File: config.mk
export PLATFORM = sky130hd
export DESIGN_NAME = rx_sync_demux
export DESIGN_NICKNAME = d
export VERILOG_FILES = /design/src/rtl/rx_sync_demux.sv
export SDC_FILE = /design/constraint.sdc
export NUM_CORES = 1
export LEC_CHECK = 0
export ABC_AREA = 0
export ABC_CLOCK_PERIOD_IN_PS = 1500
export CORE_ASPECT_RATIO = 0.8
export CORE_MARGIN = 1.5
export CORE_UTILIZATION = 40
export DETAILED_ROUTE_END_ITERATION = 8
export HOLD_SLACK_MARGIN = 0.03
export PLACE_DENSITY = 0.71
export SLEW_MARGIN = 0
export SYNTH_ARGS = -nofsm -noshare
export SYNTH_HDL_FRONTEND = slang
export SYNTH_SLANG_ARGS = --single-unit
File: constraint.sdc
create_clock -name clk -period 1.5 [get_ports clk]
set_clock_uncertainty 0.15 [all_clocks]
set_input_delay 0.15 -clock clk [delete_from_list [all_inputs] [get_ports clk]]
set_output_delay 0.15 -clock clk [all_outputs]
set_load 0.005 [all_outputs]
File: src/rtl/rx_sync_demux.sv
// rx_sync_demux: symbol sync acquisition and two-lane byte demux for a dual-FIFO stage
// Ports: clk/reset (sync, active-low); in = 10-bit symbol per clk; full0/full1 = lane FIFO full;
// data_out = byte for both FIFOs; write0/write1 = lane write strobes; active = sync held;
// sym_error = invalid symbol while active; overflow0/overflow1 = byte dropped on a full lane.
module rx_sync_demux #(
  parameter int DATA_SIZE = 10,
  parameter int MAIN_SIZE = 8,
  parameter int COM_COUNT = 4,
  parameter int ERR_LIMIT = 4,
  parameter logic [DATA_SIZE-1:0] COM_SYM = 10'h0BC,
  parameter logic [DATA_SIZE-1:0] IDL_SYM = 10'h07C
) (
  input  logic                 clk,
  input  logic                 reset,
  input  logic [DATA_SIZE-1:0] in,
  input  logic                 full0,
  input  logic                 full1,
  output logic [MAIN_SIZE-1:0] data_out,
  output logic                 write0,
  output logic                 write1,
  output logic                 active,
  output logic                 sym_error,
  output logic                 overflow0,
  output logic                 overflow1
);
  localparam int CW = $clog2(COM_COUNT + 1);
  localparam int EW = $clog2(ERR_LIMIT + 1);
  typedef enum logic {SEARCH, SYNC} state_e;
  state_e state_q, state_d;
  logic [CW-1:0] com_cnt_q, com_cnt_d;
  logic [EW-1:0] err_cnt_q, err_cnt_d;
  logic lane_q, lane_d;
  logic [MAIN_SIZE-1:0] data_q, data_d;
  logic wr0_q, wr0_d, wr1_q, wr1_d, serr_q, serr_d, ovf0_q, ovf0_d, ovf1_q, ovf1_d;
  logic is_com, is_idl, is_data, is_inv;
  assign is_com  = in == COM_SYM;
  assign is_idl  = in == IDL_SYM;
  assign is_inv  = in[DATA_SIZE-1:MAIN_SIZE] != '0;
  assign is_data = !is_inv && !is_com && !is_idl;
  always_comb begin
    state_d   = state_q;
    com_cnt_d = com_cnt_q;
    err_cnt_d = err_cnt_q;
    lane_d    = lane_q;
    data_d    = data_q;
    wr0_d     = 1'b0;
    wr1_d     = 1'b0;
    serr_d    = 1'b0;
    ovf0_d    = 1'b0;
    ovf1_d    = 1'b0;
    if (state_q == SEARCH) begin
      // the transition happens on the COUNT-th comma, so the counter never passes COM_COUNT-1
      if (is_com && com_cnt_q == CW'(COM_COUNT - 1)) begin
        state_d   = SYNC;
        com_cnt_d = '0;
        err_cnt_d = '0;
        lane_d    = 1'b0;
      end else begin
        com_cnt_d = is_com ? com_cnt_q + 1'b1 : '0;
      end
    end else if (is_inv) begin
      serr_d = 1'b1;
      if (err_cnt_q == EW'(ERR_LIMIT - 1)) begin
        state_d   = SEARCH;
        err_cnt_d = '0;
        com_cnt_d = '0;
        lane_d    = 1'b0;
      end else begin
        err_cnt_d = err_cnt_q + 1'b1;
      end
    end else begin
      err_cnt_d = '0;
      if (is_data) begin
        // pointer advances even on a dropped byte so lane pairing is preserved
        lane_d = !lane_q;
        wr0_d  = !lane_q && !full0;
        wr1_d  = lane_q && !full1;
        ovf0_d = !lane_q && full0;
        ovf1_d = lane_q && full1;
        data_d = (wr0_d || wr1_d) ? in[MAIN_SIZE-1:0] : data_q;
      end
    end
  end
  always_ff @(posedge clk) begin
    if (!reset) begin
      state_q   <= SEARCH;
      com_cnt_q <= '0;
      err_cnt_q <= '0;
      lane_q    <= 1'b0;
      data_q    <= '0;
      wr0_q     <= 1'b0;
      wr1_q     <= 1'b0;
      serr_q    <= 1'b0;
      ovf0_q    <= 1'b0;
      ovf1_q    <= 1'b0;
    end else begin
      state_q   <= state_d;
      com_cnt_q <= com_cnt_d;
      err_cnt_q <= err_cnt_d;
      lane_q    <= lane_d;
      data_q    <= data_d;
      wr0_q     <= wr0_d;
      wr1_q     <= wr1_d;
      serr_q    <= serr_d;
      ovf0_q    <= ovf0_d;
      ovf1_q    <= ovf1_d;
    end
  end
  assign data_out  = data_q;
  assign write0    = wr0_q;
  assign write1    = wr1_q;
  assign active    = state_q == SYNC;
  assign sym_error = serr_q;
  assign overflow0 = ovf0_q;
  assign overflow1 = ovf1_q;
endmodule

* After elaboration in Yosys (flattened, before gate mapping)
Index checks and enable logic that the tools add are counted.
** Operators by class
- Equal/unequal tests :: 8
- Reductions and logical operators :: 21
- Muxes and demuxes :: 19
- Bitwise logic cells :: 4
- Add/sub/neg operators :: 2
** Operators with widths (number)
- two-way mux 3 bit :: 9
- == test 10 x 7 -> 1 bit (second input constant) :: 1
- == test 10 x 8 -> 1 bit (second input constant) :: 1
- two-way mux 1 bit :: 10
- logical AND 1 bit :: 7
- adder 3 x 1 -> 3 bit (second input constant) :: 2
- == test 3 x 2 -> 1 bit (second input constant) :: 2
- zero test 1 bit :: 6
- inequality test 2 x 1 -> 1 bit (second input constant) :: 2
- inverter 1 bit :: 4
- AND reduction 2 bit :: 2
- AND reduction 4 bit :: 1
- nonzero test 2 bit :: 2
- OR reduction 4 bit :: 1
- inequality test 3 x 1 -> 1 bit (second input constant) :: 1
- inequality test 3 x 2 -> 1 bit (second input constant) :: 1
- AND reduction 3 bit :: 1
- logical OR 1 bit :: 1
** Word-level totals
- Output and inout bits :: 14
- Logic and storage cells :: 64
- Bits in registers :: 21

* Logic depth before layout (Yosys ltp)
- Word-level depth :: 7
- Gate-level depth with buffers :: 6
- Gate-level depth less buffers :: 6

* Least setup slack after synthesis
Ideal clock, no wire load.
- Path type :: register to register
- Start point :: register state_q (netlist: active)
- End point :: register data_q[0] (netlist: data_out[0])
- Slack :: -115 ps
- Data arrival time :: 1393 ps
- Buffers on the path :: 1
- Required time :: 1278 ps
- Cell stages (with the launch flop) :: 6
- Cells stage by stage :: dfxtp_1 > or3b_1 > a31oi_1 > and2_1 > buf_6 > mux2i_1
** On the way
- Cells in the longest elaborated chain, start to end :: 1
** RTL lines
- start, declared :: RTL line 29 : state_e state_q, state_d;
- start signal, assigned :: RTL line 97 : state_q <= state_d;
- AND reduction 4 bit (no line)
- end signal, assigned :: RTL line 101 : data_q <= data_d;
- end, declared :: RTL line 33 : logic [MAIN_SIZE-1:0] data_q, data_d;
No other way between the ends.
A chain may end at the register's enable or synchronous reset.

* Worst setup path in the final report
- Start point :: register state_q (netlist: active)
- End point :: register data_q[4] (netlist: data_out[4])
The elaborated chain is that of the path after synthesis.

==> reports/qor.yml <==
cts_buffers: 3
tightest_slew_ns: 0.344
core_um2: 2160
dieArea_um2: 2590
critPathBufInv: 0
die_w_um: 56.5
place.gp.congestion: 0.888
syn_inst: 98
cts_tree: "built"
drv_slew: 0
grt_max_degree: 13
critPathMaxFanout: 8
antenna_cells: 0
vias: 837
dr.first_iter.drc_count: 16
num_io_pins: 28
num_rows: 15
antenna_found_initial: 0
criticalPathCategory: "flip-flop to flip-flop"
critPathLaunchType: "flip-flop"
dr_wl_met3_um: 93
final_hold_viol_count: 0
cpLargestDelayFamily: "simple AND/OR/NAND/NOR gates"
avgSynthCellArea_um2: 9.35
areaGrowthSynthToFinish_pct: 61.9
ant_nets: 0
synth-edff-count: 0
drive_above_1_share: 0.348
r2r_end: "data_out[4]"
firstDrtPassIters: 4
min_delay_worst_endpoint: "data_out[6]"
power.density_nw_per_um2: 629
synth.distinct_cells: 32
io_buffers: 27
cp-startpoint: "active"
clk_path_buf_depth: 2
grt_pass1_vias: 760
drt-wirelength-per-cell_um: 13.6
clkSinkCount: 21
r2r_slack_ns: -0.11
drcViolationCount: 0
insertion_delay_ns: 0.31
finalCritPeriodShare: 1.07
holdWs_ns: 0.0656
initial_utilization: 0.424
yosys_register_bits: 21
h-tree-depth: 1
crit_chain: "or3b_4, a31oi_4, and2_4, mux2i_1"
fmax_mhz: 622
clkSlewWorstSetupHoldPaths_ns: 0.11
min-delay-start: "in[6]"
r2r-start: "active"
wl_met2_mm: 1.05
synthArstFlopShare: 0
die_h_um: 45.8
dp_hpwl_mm: 1.57
holdCritPathClass: "input pin to flip-flop"
wl_met1_mm: 1.08
synth_ff_type: "dfxtp_1"
grt_pass1_wl_mm: 3.29
top_layer_used: "met4"
layout_setup_ws_ns: -0.107
cap_violations: 0
viasPerCell: 5.04
track_usage: 0.170
r2r_cells: 4
yosysSeqAreaShare: 0.459
slowest_stage: "or3b_4"
setup_violations: 13
syn-cell-area_um2: 916
max-vdd-ir-drop_v: 0.000795
period_needed_ns: 1.61
nets: 159
power.leakage_nw: 0.602
rsz0062_at_grt: "yes"
critical_path_required_ns: 1.59
cp_data_arrival_time_ns: 1.70
synth_nets: 115
cpPeakStageDelay_ns: 0.39
slew_headroom: 0.768
wl_mm: 2.26
holdPathStages: 3
grt-ovfl-total: 0
ys_warn_count: 0
worstSetupEndpointType: "flip-flop"
fill_cells: 152
failed_checks: "setup timing"
place_ws_ns: -0.523
outcome: "finished, violations left"
clock-root-buffer: "clkbuf_4"
## through the flow
step / TNS (ns) / std cells / instance area, um^2 / total power, W / util
6_report: -1.04 / 166 / 1480 / 0.000933 / 0.687
2_1_floorplan: -0.409 / 98 / 920 / 0.000594 / -
4_1_cts: -1.12 / 166 / 1380 / 0.000926 / 0.638
5_1_grt: -1.76 / 166 / 1480 / 0.000967 / 0.687
3_3_place_gp: -6.68 / 161 / 1320 / 0.000657 / 0.613
3_5_place_dp: -7.56 / 161 / 1320 / 0.000658 / 0.613
## placed cells by master, fill, tap and decap left out, drive strengths merged, types with 2 or more instances in the layout
cell type      synthesis  final
dlymetal6s2s           0      3
nor2b                  4      4
and2                   4      4
o21ai                  2      2
inv                    3      3
dfxtp                 21     21
mux2i                  9      9
ha                     3      3
buf                    1     16
a21oi                  2      2
clkbuf                 3      3
nor2                   6      6
or2                    2      2
o2bb2ai                2      2
clkdlybuf4s50          0     23
nand2                 18     18
## power breakdown
part | internal, W | switching, W
logic | 0.0000598 | 0.0000450
clock network | 0.0000997 | 0.000173
registers | 0.000555 | 0.0000000193
## layout make-up
type	count	area, um^2	share of cell area
multi-input cells	70	579	0.391
clock buffers	3	22.5	0.0152
repair buffers	43	400	0.270
flip-flops and latches	21	433	0.292
well taps	25	31.3	0.0211
inverters	3	11.3	0.00759
clock inverters	1	5.00	0.00338
## worst max path at each step
stage,endpoint,cells after the start
after CTS,data_out[4],4
after global placement,com_cnt_q[0],6
after detailed placement,com_cnt_q[0],6
after global routing,lane_q,6
after floorplan,data_out[0],5
final,data_out[4],4
## flip-flops by register name, indices dropped and copies added, names as in the netlist
| signal | flops |
|---|---|
| active | 1 |
| com_cnt_q | 3 |
| data_out | 8 |
| err_cnt_q | 3 |
| lane_q | 1 |
| overflow0 | 1 |
| overflow1 | 1 |
| sym_error | 1 |
| write0 | 1 |
| write1 | 1 |
## synthesized netlist by cell type (2+ instances only)
cell type,n,area (um^2)
a21oi_1,2,10.0
and2_1,4,25.0
clkbuf_1,3,11.3
dfxtp_1,21,420
ha_1,3,37.5
inv_1,3,11.3
mux2i_1,9,90.1
nand2_1,18,67.6
nor2_1,6,22.5
nor2b_1,4,25.0
o21ai_0,2,10.0
o2bb2ai_1,2,17.5
or2_2,2,12.5
## worst min-delay path: stages
cell and delay [ns]:
dlymetal6s2s_1 0.19, nand2_1 0.08, mux2i_1 0.06
## cell families (layout without fill, tap and decap cells)
family                     count (synthesis)  count (layout)  synth area share
and+or+nand+nor                           43              43             0.243
DFF                                       21              21             0.459
AOI/OAI and AO/OA                         14              14             0.112
muxes                                      9               9            0.0984
buffers and inverters                      7              50            0.0369
adders and majority gates                  3               3            0.0410
xor gates and xnor gates                   1               1           0.00956
## timing repair
| action | CTS | global route |
|---|---|---|
| endpoints found under the setup margin | 18 | 26 |
| pin swaps | 8 | 9 |
| setup buffers | 2 | 0 |
| hold buffers | 0 | 0 |
| hold endpoints to repair | 0 | 0 |
| gates resized for setup | 11 | 24 |
## per-layer routing
| layer | up-vias | GRT usage |
|---|---|---|
| li1 | 422 | - |
| met1 | 394 | 0.223 |
| met2 | 17 | 0.258 |
| met3 | 4 | 0.0653 |
| met4 | 0 | 0.0619 |
| met5 | - | 0 |
No activity file was read; power rests on OpenSTA's default activity.
